===== src/rtl/fml_arbiter.sv =====
`default_nettype none
// ============================================================================
// Module   : fml_arbiter
// Purpose  : Shares one FML 4x32 SDRAM port among four masters. One whole
//            transaction is granted at a time (address phase plus burst),
//            and the port is then re-arbitrated round-robin.
// Option   : FMLARB_FIXED_PRIO_EN selects fixed priority (master 0 highest).
// Revision : 1.0 - initial release
// ============================================================================
module fml_arbiter #(
    parameter int sdram_depth = 26,
    parameter int burst_len   = 4
) (
    input  logic                     sys_clk,
    input  logic                     sys_rst,
    input  logic [4*sdram_depth-1:0] m_adr,
    input  logic [3:0]               m_stb,
    input  logic [3:0]               m_we,
    input  logic [15:0]              m_sel,
    input  logic [127:0]             m_di,
    output logic [3:0]               m_ack,
    output logic [31:0]              m_do,
    output logic [sdram_depth-1:0]   s_adr,
    output logic                     s_stb,
    output logic                     s_we,
    output logic [3:0]               s_sel,
    output logic [31:0]              s_di,
    input  logic                     s_ack,
    input  logic [31:0]              s_do
);

    localparam int BW = (burst_len > 1) ? $clog2(burst_len) : 1;

    localparam logic [1:0]    c_idle      = 2'd0;
    localparam logic [1:0]    c_grant     = 2'd1;
    localparam logic [1:0]    c_burst     = 2'd2;
    localparam logic [BW-1:0] c_last_beat = BW'(burst_len - 1);

    logic [1:0]    state_q, state_d;
    logic [1:0]    grant_q, grant_d;
    logic [BW-1:0] beat_q,  beat_d;
    logic [1:0]    w_winner;

`ifdef FMLARB_FIXED_PRIO_EN
    // Lowest index is visited last, so it wins.
    always_comb begin
        w_winner = 2'd0;
        for (int k = 3; k >= 0; k--) begin
            if (m_stb[k]) w_winner = 2'(k);
        end
    end
`else
    logic [1:0] last_q, last_d;

    // Visit last+4 .. last+1 so that last+1 ends up with the highest priority.
    always_comb begin
        w_winner = 2'd0;
        for (int k = 4; k >= 1; k--) begin
            if (m_stb[last_q + 2'(k)]) w_winner = last_q + 2'(k);
        end
    end
`endif

    always_ff @(posedge sys_clk) begin
        if (sys_rst) begin
            state_q <= c_idle;
            grant_q <= 2'd0;
            beat_q  <= '0;
`ifndef FMLARB_FIXED_PRIO_EN
            last_q  <= 2'd3;
`endif
        end else begin
            state_q <= state_d;
            grant_q <= grant_d;
            beat_q  <= beat_d;
`ifndef FMLARB_FIXED_PRIO_EN
            last_q  <= last_d;
`endif
        end
    end

    always_comb begin
        state_d = state_q;
        grant_d = grant_q;
        beat_d  = beat_q;
`ifndef FMLARB_FIXED_PRIO_EN
        last_d  = last_q;
`endif
        case (state_q)
            c_idle: begin
                if (|m_stb) begin
                    grant_d = w_winner;
`ifndef FMLARB_FIXED_PRIO_EN
                    last_d  = w_winner;
`endif
                    state_d = c_grant;
                end
            end
            c_grant: begin
                // A master withdrawing before ack abandons its slot without issuing.
                if (!m_stb[grant_q]) begin
                    state_d = c_idle;
                end else if (s_ack) begin
                    beat_d  = '0;
                    state_d = c_burst;
                end
            end
            c_burst: begin
                beat_d = beat_q + BW'(1);
                if (beat_q == c_last_beat) state_d = c_idle;
            end
            default: state_d = c_idle;
        endcase
    end

    assign m_do = s_do;

    always_comb begin
        s_adr = m_adr[grant_q*sdram_depth +: sdram_depth];
        s_we  = m_we[grant_q];
        s_stb = 1'b0;
        m_ack = 4'h0;
        s_sel = 4'h0;
        s_di  = 32'h0;
        case (state_q)
            c_grant: begin
                s_stb          = m_stb[grant_q];
                m_ack[grant_q] = s_ack;
            end
            c_burst: begin
                s_sel = m_sel[grant_q*4 +: 4];
                s_di  = m_di[grant_q*32 +: 32];
            end
            default: ;
        endcase
    end

endmodule
`default_nettype wire

===== config.mk =====
export PLATFORM = sky130hd
export DESIGN_NAME = fml_arbiter
export DESIGN_NICKNAME = d
export VERILOG_FILES = /design/src/rtl/fml_arbiter.sv
export SDC_FILE = /design/constraint.sdc
export NUM_CORES = 1
export LEC_CHECK = 0
export ABC_CLOCK_PERIOD_IN_PS = 1500
export BUFFER_PORTS_ARGS = -buffer_cell sky130_fd_sc_hd__buf_2
export CAP_MARGIN = 30
export CORE_AREA = 4 4 149 151
export CTS_CLUSTER_SIZE = 24
export DETAILED_ROUTE_END_ITERATION = 8
export DIE_AREA = 0 0 153 155
export MAX_ROUTING_LAYER = met4
export PLACE_DENSITY = 0.42
export SKIP_LAST_GASP = 1
export SYNTH_ARGS = -nofsm -noshare
export SYNTH_HDL_FRONTEND = slang
export SYNTH_SLANG_ARGS = --single-unit
export TNS_END_PERCENT = 1

===== constraint.sdc =====
create_clock -name sys_clk -period 1.5 [get_ports sys_clk]
set_input_delay 0.3 -clock sys_clk [delete_from_list [all_inputs] [get_ports sys_clk]]
set_output_delay 0.3 -clock sys_clk [all_outputs]
set_load 0.03 [all_outputs]

# [Yosys cells after proc, flatten, opt, wreduce, memory -nomap -nowiden]
# Cells that the tools add are included.
[classes] add_sub_neg=4 multipliers=1 n_div=0 magnitude_cmp=6 n_eq_ne=8 n_shift=3 mux=30 bitwise=1 reduce_logical=7
[ops] cell="$shiftx 128x8->32" count=1
[ops] cell="$shiftx 104x8->26" count=1
[ops] cell="$mux 32" count=1
[ops] cell="$mux 2" count=10
[ops] cell="$shiftx 16x5->4" count=1
[ops] cell="$lt 2x3->1 const B" count=5
[ops] cell="$bmux 1 s2" count=6
[ops] cell="$mux 1" count=8
[ops] cell="$mux 4" count=2
[ops] cell="$ne 2x2->1 const B" count=4
[ops] cell="$mul 2x4->6 const B" count=1
[ops] cell="$pmux 2 s3" count=1
[ops] cell="$reduce_and 3->1" count=2
[ops] cell="$add 2x1->2 const B" count=2
[ops] cell="$add 2x2->2 const B" count=2
[ops] cell="$and 4x4->4" count=1
[ops] cell="$eq 2x2->1 const B" count=2
[ops] cell="$pmux 2 s2" count=1
[ops] cell="$reduce_or 4->1" count=1
[ops] cell="$ne 3x3->1 const B" count=1
[ops] cell="$demux 1 s2" count=1
[ops] cell="$eq 2x1->1 const B" count=1
[ops] cell="$ge 2x1->1 const B" count=1
[ops] cell="$logic_not 2->1" count=1
[ops] cell="3 further kinds" count=3
[word_totals] ff_bits=8 latch_bits=0 ram_bits=0 romBits=0 in_bits=291 out_inout_bits=100 word_cells=64 n_memories=0

# [Longest topological paths before layout]
[depth] ltp_word=6 depth_mapped=5 mapped_depth_nobuf=5

# [Worst setup path before layout]
# Ideal clock, no wire load.
[synth_timing] kind="register to output" start="register grant_q[1]" end="output m_ack[2]" arrival_ps=1532 required_time_ps=1200 path_slack_ps=-332 path_stages_with_launch=5 n_path_buf=3 path_cell_list="dfxtp_1 -> buf_2 -> buf_4 -> buf_2 -> nor3b_1"
[synth_between] elab_chain_cells=6 word_cells_on_any_way=7 classes_between="order compare (2); mux (3); bitwise (1); reduce/logical (1)"
[synth_rtl] element="start, declared" line_no="40" text="logic [1:0] grant_q, grant_d;"
[synth_rtl] element="start signal, assigned" line_no="74" text="grant_q <= grant_d;"
[synth_rtl] element="$lt 2x3->1 (implied by the code) or $ge 2x1->1 (tied branches)" line_no="128" text="m_ack[grant_q] = s_ack;"
[synth_rtl] element="$logic_and 1x1->1 (implied by the code)" line_no="128"
[synth_rtl] element="$mux 1 (implied by the code)" line_no="128"
[synth_rtl] element="$demux 1 s2 *" line_no="128"
[synth_rtl] element="$and 4x4->4 (no line) *"
[synth_rtl] element="$mux 4 *" line_no="125" text="case (state_q)"
[synth_rtl] element="end, declared" line_no="21" text="output logic [3:0] m_ack,"
# Every way passes the cells marked *; elsewhere a longest branch is shown, timed or not.

# [Final worst setup path]
[layout_timing] start="register grant_q[0]" end="output s_di[12]"
[layout_between] elab_chain_cells=2
[layout_rtl] element="$shiftx 128x8->32" line_no="132" text="s_di = m_di[grant_q*32 +: 32];"
[layout_rtl] element="$mux 32" line_no="125"
[layout_rtl] element="end, declared" line_no="27" text="output logic [31:0] s_di,"
# No other way between the ends.

==> impl_metrics.csv <==
group,metric,value,unit
synth,main_flop_type_after_synthesis,"dfxtp_1",
synth,synth.cells.most_frequent,"mux4_2 (64), buf_4 (39), nor2b_1 (37)",
detailed_routing,drt-pass1-iter-count,4,
min_path,hp-class,"input port to flop",
min_path,min-delay-start,"sys_rst",
synth,synth-seq-area-share,6.31,%
synth,instance_count_of_the_mapped_netlist,217,
floorplanning,start_util,12.2,%
setup_path,setup.reg_to_reg.worst_slack,-0.23,ns
synth,ys_async_sr_fraction,0,%
sta,period_needed,2.02,ns
power_and_ir_drop,vdd_ir_drop_max,0.276,mV
synth,synth.ff_latch_count,8,
detailed_routing,remaining_drc_errors,0,
job,max-cap-violations,0,
global_route,grt_start_max_net_pins,30,
sta,finalHoldViolations,0,
sta,min_setup_slack_post_route,-0.520,ns
detailed_routing,avg_vias_per_cell,3.99,
run_status,outcome,"finished, violations left",
global_route,grt_first_pass_wirelength,19.3,mm
detailed_routing,route.final.wire_length,13.2,mm
setup_path,timing.setup.critical_path_class,"flop to output pin",
run_status,violations,"negative setup slack",
floorplanning,die_x,153,um
detailed_routing,route.antenna.remaining_nets,0,
setup_path,timing.critical_path.buf_inv,2,
placement,hpwlAfterDp,11.9,mm
finish,layout-drive-gt1-share,88.4,%
finish,layout.nets,813,
global_route,grt_pass1_vias,3364,
sta,post-route-period-util,135,%
placement,io_buffers,326,
synth,synth.cell_area,2540,um^2
sta,timing.setup.tns,-29.79,ns
synth,postSynthNetCount,509,
cts,clk-insertion-delay-late,0.23,ns
cts,number_of_buffers_on_the_longest_clock_path,2,
sta,max_freq,495,MHz
setup_path,worst-endpoint-arrival,1.72,ns
cts,post_cts_hold_buffer_count,0,
detailed_routing,wire_per_inst,16.7,um
setup_path,crit_path_cell_trace,"buf_16 > mux4_2 > nor2b_2 > buf_2",
synth,synth.top_cells.by_area,"mux4_2 (57%), buf_4 (12%), nor2b_1 (9.1%)",
floorplanning,area_of_the_die,23700,um^2
power_and_ir_drop,clkPwrFrac,13.8,%
synth,synth_edf_count,0,
cts,clkSlewWorstSetupHoldPaths,0.04,ns
power_and_ir_drop,share_comb_of_total_power,77.3,%
power_and_ir_drop,static-leakage-power,2.17,nW
sta,grt_setup_unrepaired,"yes",
sta,worst_slew_margin,73.1,%
synth,synth_largest_type_area_fraction,56.8,%
detailed_routing,first_iter_violations,247,
setup_path,timing.critical_path.required,1.20,ns
detailed_routing,route.vias.total,3166,
floorplanning,fp.dieH,155,um
setup_path,critical-path-top-delay-family,"multiplexers",
power_and_ir_drop,power-per-cell-area,707,nW/um^2
floorplanning,top_level_ports,391,
setup_path,cp_slowest_stage_delay,0.52,ns
cts,cts_tree,"done",
placement,place_congestion,0.820,
floorplanning,rows,53,
setup_path,critical_path.slowest_cell,"mux4_2",
setup_path,path_max_fanout,25,
cts,clock_sink_count,8,
synth,synthesis.yosys.warnings,0,
global_route,grt_antenna_before_repair,0,
setup_path,timing.reg2reg.worst_path_depth,6,
synth,synthMostInstantiatedCell,"mux4_2",
cts,tritoncts_buffer_count,3,
cts,clockRootBuffer,"clkbuf_16",
global_route,grt_util_all_layers,10.4,%
setup_path,regToRegEndpoint,"state_q[0]",
global_route,overflow,0,
sta,finalClockSkew,0.00226,ns
sta,slew_viol_final,0,
power_and_ir_drop,portion_of_total_power_attributed_to_sequential_cells,8.9,%
synth,synthDominantAreaCellType,"mux4_2",
min_path,hold_path_depth,2,
floorplanning,floorplan.core_area,20800,um^2
setup_path,start_kind,"flop",
placement,dpl_worst_slack,-0.303,ns
power_and_ir_drop,power_switching_share,41.0,%
finish,syn_to_final_growth,81.1,%
power_and_ir_drop,total_switching_power,1.33,mW
synth,synth.lib_cells_used.distinct,36,
finish,num_antenna_cells,0,
sta,setup_viol,72,
cts,ctsHtreeMaxLevel,1,
setup_path,cp-end-kind,"output pin",
cts,post_cts_buffers,0,
sta,worst_slew_pin_slew,0.402,ns
power_and_ir_drop,intPower,1.92,mW
synth,syn-mean-instance-area,11.7,um^2
setup_path,worstReg2RegStart,"grant_q[0]",
min_path,worstHoldEndpoint,"grant_q[0]",
## cell usage in the layout (no fill, tap or decap), drive strengths merged, types with 3 or more instances in the layout
master  instances
inv             4
nor2b          37
buf           352
nor3b           4
dfxtp           8
mux4           64
and3b           3
nand3           3
a21oi           8
nor3            3
clkbuf          3
o21ai           3
nor2            8
nand2           4
## sequential cells by signal (all words and copies together), names as in the netlist
| signal | flops |
|---|---|
| beat_q | 2 |
| grant_q | 2 |
| last_q | 2 |
| state_q | 2 |
## layer usage
metal | vias to the layer above | wire length [um] | GRT usage, %
met2 | 204 | 6620 | 17.4
met1 | 1508 | 5350 | 13.3
met5 | - | 0 | -
met3 | 16 | 1120 | 1.81
li1 | 1438 | - | -
met4 | 0 | 150 | 1.99
## through the flow
stage	util (%)	power, mW	cells	hold WS [ns]	area (um^2)
after CTS	22.0	3.29	794	0.348	4590
after floorplan	-	2.13	217	0.468	2630
after global routing	22.1	3.47	794	0.371	4600
final	22.1	3.25	794	0.351	4600
after global placement	21.7	2.82	791	0.494	4510
after detailed placement	21.7	2.83	791	0.501	4510
## how the worst max path moves through the flow
stage | start | to | slack, ns | cells after the start
detailed placement | grant_q[0] | s_di[12] | -0.30 | 4
global placement | grant_q[0] | s_di[15] | -0.29 | 4
CTS | grant_q[0] | s_di[12] | -0.55 | 4
finish | grant_q[0] | s_di[12] | -0.52 | 4
floorplan | grant_q[0] | s_adr[0] | -0.22 | 4
global route | grant_q[0] | s_di[6] | -0.61 | 4
## worst register-to-register path: cells and delay by family (launching register included)
family	cells	cell delay, ns
AND/OR/NAND/NOR	2	0.27
AO/OA/AOI/OAI	1	0.13
flip-flops	1	0.40
multiplexers	1	0.52
buffers and inverters	2	0.30
## cells by family after synthesis
group	share of synthesized area (%)
simple gates	17.1
mux	56.8
buf+inv	14.8
compound gates	4.53
flops	6.31
fa+ha+maj	0.493
## area by class of cell
type | count | area [um^2]
Timing Repair Buffer | 352 | 1910
Multi-Input combinational cell | 152 | 2090
Tap cell | 275 | 344
Sequential cell | 8 | 168
Clock buffer | 3 | 75.1
Inverter | 4 | 15.0
Fill cell | 2297 | 16200
## what timing repair did
| item | 4_1_cts | 5_1_grt |
|---|---|---|
| gates cloned | 0 | 0 |
| resized for setup | 0 | 1 |
| endpoints found under the setup margin | 72 | 72 |
## power groups by stage
stage | Combinational [mW] | Sequential (mW) | Clock [mW]
global placement | 2.53 | 0.292 | 0
finish | 2.51 | 0.289 | 0.448
global route | 2.70 | 0.296 | 0.471
CTS | 2.54 | 0.289 | 0.458
detailed placement | 2.53 | 0.291 | 0
floorplan | 1.86 | 0.270 | 0
No activity file was read; power rests on OpenSTA's default activity.
